<file path="src/rtl/mem_arbiter_pkg.sv">
// Shared CPU definitions: opcode constants, memory-arbiter FSM encodings,
// owner encoding and the default memory latency.
package mem_arbiter_pkg;

    // ------------------------------------------------------------------
    // Opcode constants (RV32I major opcodes used by the pipeline decoder)
    // ------------------------------------------------------------------
    localparam logic [6:0] OP_LOAD   = 7'b0000011;
    localparam logic [6:0] OP_STORE  = 7'b0100011;
    localparam logic [6:0] OP_OP_IMM = 7'b0010011;
    localparam logic [6:0] OP_OP     = 7'b0110011;
    localparam logic [6:0] OP_LUI    = 7'b0110111;
    localparam logic [6:0] OP_AUIPC  = 7'b0010111;
    localparam logic [6:0] OP_JAL    = 7'b1101111;
    localparam logic [6:0] OP_JALR   = 7'b1100111;
    localparam logic [6:0] OP_BRANCH = 7'b1100011;

    // ------------------------------------------------------------------
    // Memory arbiter
    // ------------------------------------------------------------------
    // Default number of cycles mem_en stays high for one access (1..15).
    localparam int MEM_LAT_DEFAULT = 2;

    // Width of the latency down-counter; covers the full 1..15 range.
    localparam int CNT_W = 4;

    // Arbiter FSM encodings. IDLE is all-zero so the reset state reads 0.
    typedef enum logic [1:0] {
        ST_IDLE   = 2'd0,
        ST_ACCESS = 2'd1,
        ST_DONE   = 2'd2
    } arb_state_t;

    // Which pipeline stage owns the access in flight.
    typedef enum logic {
        OWN_IF = 1'b0,
        OWN_DM = 1'b1
    } arb_owner_t;

    // Counter preload for a given latency: the last access cycle is the
    // one in which the counter reads zero.
    function automatic logic [CNT_W-1:0] lat_load_val(input int lat);
        return CNT_W'(lat - 1);
    endfunction

endpackage

</file>
<file path="src/rtl/mem_arbiter_wait_counter.sv">
// Latency down-counter for the memory arbiter: loaded at grant, counts
// down once per access cycle, flags zero in the last access cycle.
module mem_wait_counter
    import mem_arbiter_pkg::*;
(
    input  logic             clk,
    input  logic             rst,
    input  logic             i_load,
    input  logic [CNT_W-1:0] i_load_val,
    input  logic             i_dec,
    output logic             o_zero
);

    logic [CNT_W-1:0] r_cnt;

    // Load has priority over decrement; the counter never wraps below zero.
    always_ff @(posedge clk or posedge rst) begin
        if (rst) begin
            r_cnt <= '0;
        end else if (i_load) begin
            r_cnt <= i_load_val;
        end else if (i_dec && (r_cnt != '0)) begin
            r_cnt <= r_cnt - 1'b1;
        end
    end

    assign o_zero = (r_cnt == '0);

endmodule

</file>
<file path="src/rtl/mem_arbiter.sv">
// Shared single-port memory arbiter between the fetch stage (IF) and the
// MEM stage (DM). Data requests win over fetches. One access at a time:
// IDLE (grant) -> ACCESS (MEM_LAT cycles of mem_en) -> DONE (ack pulse).
//
// Handshake: a requester raises its request with address/data and holds it
// until its ack pulse. The request is sampled only in IDLE; address, data
// and direction are latched at the grant edge and everything that changes
// on the request inputs afterwards is ignored. The ack is a one-cycle pulse
// in DONE; the registered rdata is valid from that cycle and holds until
// the next completed read on the same port.
module mem_arbiter
    import mem_arbiter_pkg::*;
#(
    parameter int ADDR_W  = 32,
    parameter int DATA_W  = 32,
    parameter int MEM_LAT = MEM_LAT_DEFAULT
) (
    input  logic              clk,
    input  logic              rst,
    // fetch stage
    input  logic              if_req,
    input  logic [ADDR_W-1:0] if_addr,
    output logic              if_ack,
    output logic [DATA_W-1:0] if_rdata,
    // MEM stage
    input  logic              dm_read,
    input  logic              dm_write,
    input  logic [ADDR_W-1:0] dm_addr,
    input  logic [DATA_W-1:0] dm_wdata,
    output logic              dm_ack,
    output logic [DATA_W-1:0] dm_rdata,
    // memory
    output logic              mem_en,
    output logic              mem_we,
    output logic [ADDR_W-1:0] mem_addr,
    output logic [DATA_W-1:0] mem_wdata,
    input  logic [DATA_W-1:0] mem_rdata,
    // pipeline control
    output logic              stall_if,
    output logic              stall_mem,
    output logic              err,
    // debug: current FSM state encoding
    output logic [1:0]        o_dbg_state
);

    localparam logic [CNT_W-1:0] LP_CNT_LOAD = lat_load_val(MEM_LAT);

    arb_state_t        r_state;
    arb_state_t        w_next_state;
    arb_owner_t        r_owner;
    logic [ADDR_W-1:0] r_addr;
    logic              r_we;
    logic [DATA_W-1:0] r_wdata;
    logic [DATA_W-1:0] r_if_rdata;
    logic [DATA_W-1:0] r_dm_rdata;
    logic              r_err;

    logic w_dm_req;
    logic w_grant;
    logic w_grant_dm;
    logic w_cnt_dec;
    logic w_cnt_zero;
    logic w_capture;
    logic w_in_access;
    logic w_in_done;

    assign w_dm_req = dm_read | dm_write;

    // Latency counter: preloaded at grant, decremented through ACCESS.
    mem_wait_counter u_wait_counter (
        .clk        (clk),
        .rst        (rst),
        .i_load     (w_grant),
        .i_load_val (LP_CNT_LOAD),
        .i_dec      (w_cnt_dec),
        .o_zero     (w_cnt_zero)
    );

    // FSM state register.
    always_ff @(posedge clk or posedge rst) begin
        if (rst) begin
            r_state <= ST_IDLE;
        end else begin
            r_state <= w_next_state;
        end
    end

    // FSM next-state and control decode; data requests take priority.
    always_comb begin
        w_next_state = r_state;
        w_grant      = 1'b0;
        w_grant_dm   = 1'b0;
        w_cnt_dec    = 1'b0;
        w_capture    = 1'b0;
        w_in_access  = 1'b0;
        w_in_done    = 1'b0;
        case (r_state)
            ST_IDLE: begin
                if (w_dm_req) begin
                    w_grant      = 1'b1;
                    w_grant_dm   = 1'b1;
                    w_next_state = ST_ACCESS;
                end else if (if_req) begin
                    w_grant      = 1'b1;
                    w_next_state = ST_ACCESS;
                end
            end
            ST_ACCESS: begin
                w_in_access = 1'b1;
                if (w_cnt_zero) begin
                    w_capture    = 1'b1;
                    w_next_state = ST_DONE;
                end else begin
                    w_cnt_dec = 1'b1;
                end
            end
            ST_DONE: begin
                w_in_done    = 1'b1;
                w_next_state = ST_IDLE;
            end
            default: begin
                w_next_state = ST_IDLE;
            end
        endcase
    end

    // Latch the granted request; a simultaneous load+store is done as a store.
    always_ff @(posedge clk or posedge rst) begin
        if (rst) begin
            r_owner <= OWN_IF;
            r_addr  <= '0;
            r_we    <= 1'b0;
            r_wdata <= '0;
        end else if (w_grant) begin
            if (w_grant_dm) begin
                r_owner <= OWN_DM;
                r_addr  <= dm_addr;
                r_we    <= dm_write;
                r_wdata <= dm_wdata;
            end else begin
                r_owner <= OWN_IF;
                r_addr  <= if_addr;
                r_we    <= 1'b0;
                r_wdata <= '0;
            end
        end
    end

    // Sticky protocol error: load and store requested together at a grant.
    always_ff @(posedge clk or posedge rst) begin
        if (rst) begin
            r_err <= 1'b0;
        end else if (w_grant_dm && dm_read && dm_write) begin
            r_err <= 1'b1;
        end
    end

    // Capture read data into the owner's register in the last access cycle.
    always_ff @(posedge clk or posedge rst) begin
        if (rst) begin
            r_if_rdata <= '0;
            r_dm_rdata <= '0;
        end else if (w_capture && !r_we) begin
            if (r_owner == OWN_DM) begin
                r_dm_rdata <= mem_rdata;
            end else begin
                r_if_rdata <= mem_rdata;
            end
        end
    end

    // Memory drive comes from the latched request only.
    assign mem_en    = w_in_access;
    assign mem_we    = w_in_access & r_we;
    assign mem_addr  = r_addr;
    assign mem_wdata = r_wdata;

    assign if_ack    = w_in_done & (r_owner == OWN_IF);
    assign dm_ack    = w_in_done & (r_owner == OWN_DM);
    assign if_rdata  = r_if_rdata;
    assign dm_rdata  = r_dm_rdata;
    assign err       = r_err;

    assign stall_if  = if_req & ~if_ack;
    assign stall_mem = w_dm_req & ~dm_ack;

    assign o_dbg_state = r_state;

endmodule

</file>
<file path="config.mk">
export PLATFORM = sky130hd
export DESIGN_NAME = mem_arbiter
export DESIGN_NICKNAME = d
export VERILOG_FILES = /design/src/rtl/mem_arbiter_pkg.sv /design/src/rtl/mem_arbiter_wait_counter.sv /design/src/rtl/mem_arbiter.sv
export SDC_FILE = /design/constraint.sdc
export NUM_CORES = 1
export LEC_CHECK = 0
export CAP_MARGIN = 40
export CORE_MARGIN = 4
export CORE_UTILIZATION = 44
export DETAILED_ROUTE_END_ITERATION = 10
export PLACE_DENSITY = 0.92
export SYNTH_ARGS = -nofsm -noshare
export SYNTH_HDL_FRONTEND = slang
export SYNTH_SLANG_ARGS = --single-unit
</file>
<file path="constraint.sdc">
create_clock -name clk -period 14.05 [get_ports clk]
set_clock_uncertainty 0.05 [all_clocks]
set_input_delay 4.215 -clock clk [delete_from_list [all_inputs] [get_ports clk]]
set_output_delay 4.215 -clock clk [all_outputs]
set_load 0.03 [all_outputs]
</file>
## Word level (Yosys, flattened, before mapping)

Cells that the tools add are included.

- Bits in registers: 137
- Input port bits: 133
- Output and inout bits: 137
- Logic and storage cells: 56

- Add/subtract/negate cells: 1
- Eq/ne operators: 4
- Mux-type cells: 21
- Bitwise logic cells: 9
- Reduce and logical (&&, ||, !) cells: 12

Operator list:

| kind | number |
|---|---|
| $mux W32 | 2 |
| $mux W1 | 13 |
| $mux W4 | 2 |
| $mux W2 | 3 |
| $reduce_and A2 Y1 | 3 |
| $and A1 B1 Y1 | 5 |
| $logic_and A1 B1 Y1 | 4 |
| $logic_not A4 Y1 | 1 |
| $pmux W2 S2 | 1 |
| $reduce_bool A4 Y1 | 1 |
| $sub A4 B1 Y4 const B | 1 |
| $ne A3 B3 Y1 const B | 1 |
| $not A1 Y1 | 3 |
| $eq A2 B1 Y1 const B | 1 |
| $eq A2 B2 Y1 const B | 1 |
| $logic_not A2 Y1 | 1 |
| $ne A2 B1 Y1 const B | 1 |
| $reduce_bool A2 Y1 | 1 |
| $logic_not A1 Y1 | 1 |
| $or A1 B1 Y1 | 1 |

## Depth between registers and ports, before layout

- Word-level depth: 6
- Gate-level depth with buffers: 6
- Mapped depth without buffers: 5

## Hierarchy

From an unflattened synthesis, not the netlist that was laid out.

- Cells, all modules: 372
- Area, all modules: 5,391.4 µm²

By module, submodules not included:

| module | times used | cells an instance | area each (µm²) | sequential area each (µm²) |
|---|---|---|---|---|
| mem_arbiter | 1 | 344 | 5,129.9 | 3,328.2 |
| mem_wait_counter | 1 | 28 | 261.5 | 100.1 |

## Worst setup path before layout

Ideal clock, no wire load.

- Kind: input-to-output
- Start point: input dm_write
- End point: output stall_mem
- Data arrival time: 4.988 ns
- Required time: 9.785 ns
- Setup slack: 4.797 ns
- Stages: 3
- Buffers on the path: 1
- Cell sequence: nor2_1 > clkbuf_1 > nor2_1

- Word-level cells in the longest chain between the ends: 2

RTL lines:

| item | RTL line | RTL |
|---|---|---|
| start: declaration | mem_arbiter.sv:27 | `input logic dm_write,` |
| $or A1 B1 Y1 | mem_arbiter.sv:67 | `assign w_dm_req = dm_read \| dm_write;` |
| $and A1 B1 Y1 | mem_arbiter.sv:185 | `assign stall_mem = w_dm_req & ~dm_ack;` |
| end: declaration | mem_arbiter.sv:40 | `output logic stall_mem,` |

Every way passes these cells.

## Worst setup path in the final report

Ends and elaborated chain as after synthesis.

==> metrics.txt <==
status=complete, no violations; Placed Instance Area=8370 um2; Slew headroom=0.562; vias in the first global route=4,850; largest fanout on the critical path=5; Worst R2R Path Depth=6; largest cells by area after synthesis=dfrtp_1 (62%), mux2_4 (8.2%), mux2_2 (6.6%); cell area after layout=8990 um2; GRT overflow=0; Max Cap Viol=0; Core Box Area=12,100 um2; maximum VDD drop=around 0.00015 V; Detailed Place HPWL=12,000 um; CTS Hold Bufs=0; Buf+Inv Stages, Crit Path=2; GR Util All Layers=0.237; Worst Tran Pin Value=658 ps; DR WL/cell=20.6 um; top-area cell type share of the netlist area=0.624; Max Fclk=100 MHz; Die X=120 um; synth warn=0; layout cells sized above 1=0.172; instance count on the critical path=4; most frequent cells in the layout=clkdlybuf4s50_1 (269), dfrtp_1 (137), a22o_1 (33); Setup TNS Final=0 ps; Crit. End Element=output pin; drc violations=0; Via Count=4,377; initial core utilization=0.453; slowest stage delay, CP=710 ps; Port Buf Inserts=about 270; Mapped Cells=368; drt initial violations=257; Vias/cell=5.35; H-tree levels=4; CP delay by family, top=buffers and inverters; syn_nets=503; Reg2Reg Setup Slack=11,770 ps; antenna violations before repair=0; first-pass GRT wire length=26,200 um; postcts setup bufs=0; Slew Limit Fails=0; Tcrit/Tclk final=0.709; Num CTS Buffers=17; GP Congestion=0.838; Avg Inst Size Synth=14.9 um2; NumNets Final=773; critical path class=in2out; Crit path required time=between 9000 and 10,000 ps; Yosys cell types=36; final number of hold-violating endpoints=0; capture point of the worst path=stall_mem; CP cell instances=clkdlybuf4s50_1 > nor2_2 > nor2_1 > clkdlybuf4s50_1; die area=14,300 um2; Critical-path top delay cell=clkdlybuf4s50_1; commonest non-fill, non-tap cell in the layout=clkdlybuf4s50_1; final core utilization=0.743; Cell Area, Synth=5490 um2; largest net degree at the start of global routing=63; TritonCTS clock tree=done; reg2reg end=dm_rdata[2]; FF-to-FF Start=u_wait_counter.r_cnt[0]; total iterations of the first detailed-routing run=4; Site Rows=40; latest clock arrival within the worst-skew pair=around 400 ps; Post-DRT Antenna Nets=0; # setup viols final=0; min Tclk post-route=about 10000 ps; antenna cells=0; die height=120 um; leakage power total=slightly below 4 nW; sequential-to-total area share from yosys stat=0.624; unrepaired setup endpoints after global routing=false; Worst Setup SP=dm_write; Clk Tree Root Cell=clkbuf_16; largest area contributor in the netlist=dfrtp_1; IO Count=270; class of the worst hold path=reg2reg; register bit total from synthesis=137; CTS Buffer Depth=2; CTS sink count=137; Routed WL=between 15,000 and 20,000 um; Critical Path Most Common Cell=clkdlybuf4s50_1; Critical Path AT=~5700 ps; Resize count post-CTS=0; crit start category=input pin; Clock transition at path regs=60 ps; PwrDens=276 nW/um2; P&R area growth vs syn=63.8%
## worst min-delay path by stage
| stage | cells after the start | end | startpoint | slack (ps) |
|---|---|---|---|---|
| after floorplan | 1 | r_we | r_we | 450 |
| after global placement | 1 | if_rdata[25] | if_rdata[25] | 430 |
| after detailed placement | 1 | mem_wdata[19] | mem_wdata[19] | 430 |
| after CTS | 1 | mem_wdata[6] | mem_wdata[6] | 450 |
| after global routing | 1 | mem_wdata[27] | mem_wdata[27] | 470 |
| final | 1 | if_rdata[20] | if_rdata[20] | 450 |
## flip-flops by register name (all words and copies together), names as in the netlist
register and flops:
u_wait_counter.r_cnt 4, mem_wdata 32, mem_addr 32, dm_rdata 32, r_we 1, r_owner 1
if_rdata 32, err 1, o_dbg_state 2
## through the flow
| step | instances | hold WS (ps) | power, mW | setup slack, ps |
|---|---|---|---|---|
| 2_1_floorplan | 368 | 453 | 1.46 | 4800 |
| 3_3_place_gp | 783 | 428 | 1.95 | 4090 |
| 3_5_place_dp | 787 | 434 | 2.00 | 4070 |
| 4_1_cts | 818 | 454 | 2.50 | 4070 |
| 5_1_grt | 818 | 469 | 2.59 | 4030 |
| 6_report | 818 | 453 | 2.48 | 4090 |
## cell families after synthesis
| logic type | count (synthesis) | share of synthesized area |
|---|---|---|
| fa+ha+maj | 2 | 0.00456 |
| flops | 137 | 0.624 |
| compound gates | 107 | 0.152 |
| simple gates | 27 | 0.0351 |
| mux | 64 | 0.152 |
| buf+inv | 31 | 0.0324 |
## area by class of cell
class                           count  area (um2)
Clock inverter                     13         196
Clock buffer                       18         429
Timing Repair Buffer              277        2810
Tap cell                          168         210
Multi-Input combinational cell    200        1890
Inverter                            5        23.8
Sequential cell                   137        3430
Fill cell                         787        3120
## per-layer routing
metal,GRT usage,part of all wire,vias to the layer above,routed length (um)
met5,0,0,-,0
met4,0.113,0.035,0,597
met3,0.0891,0.086,45,1450
met2,0.404,0.51,233,8650
met1,0.260,0.37,2162,6170
li1,-,-,1937,-
## where the power goes
| part | leakage (nW) | switching (mW) | total (mW) | internal [mW] |
|---|---|---|---|---|
| clock network | 0.302 | 0.173 | 0.471 | 0.299 |
| registers | 1.60 | 0.126 | 0.718 | 0.592 |
| logic | 1.96 | 0.690 | 1.29 | 0.603 |
## cells in the mapped netlist, drive strengths merged
cell,count
nor2b,1
clkbuf,7
nand4b,2
inv,5
or2,1
dfrtp,137
ha,2
nor3b,2
and2,1
a22o,33
nor3,4
a31oi,1
o41ai,1
nand2b,3
nand3,2
and3b,1
a21oi,2
o22ai,32
mux2,64
o21ai,3
or3b,1
a2bb2oi,32
o221ai,1
a21o,1
buf,19
a31o,1
nor2,7
nand2,2
Power figures use the tool's default switching activity.
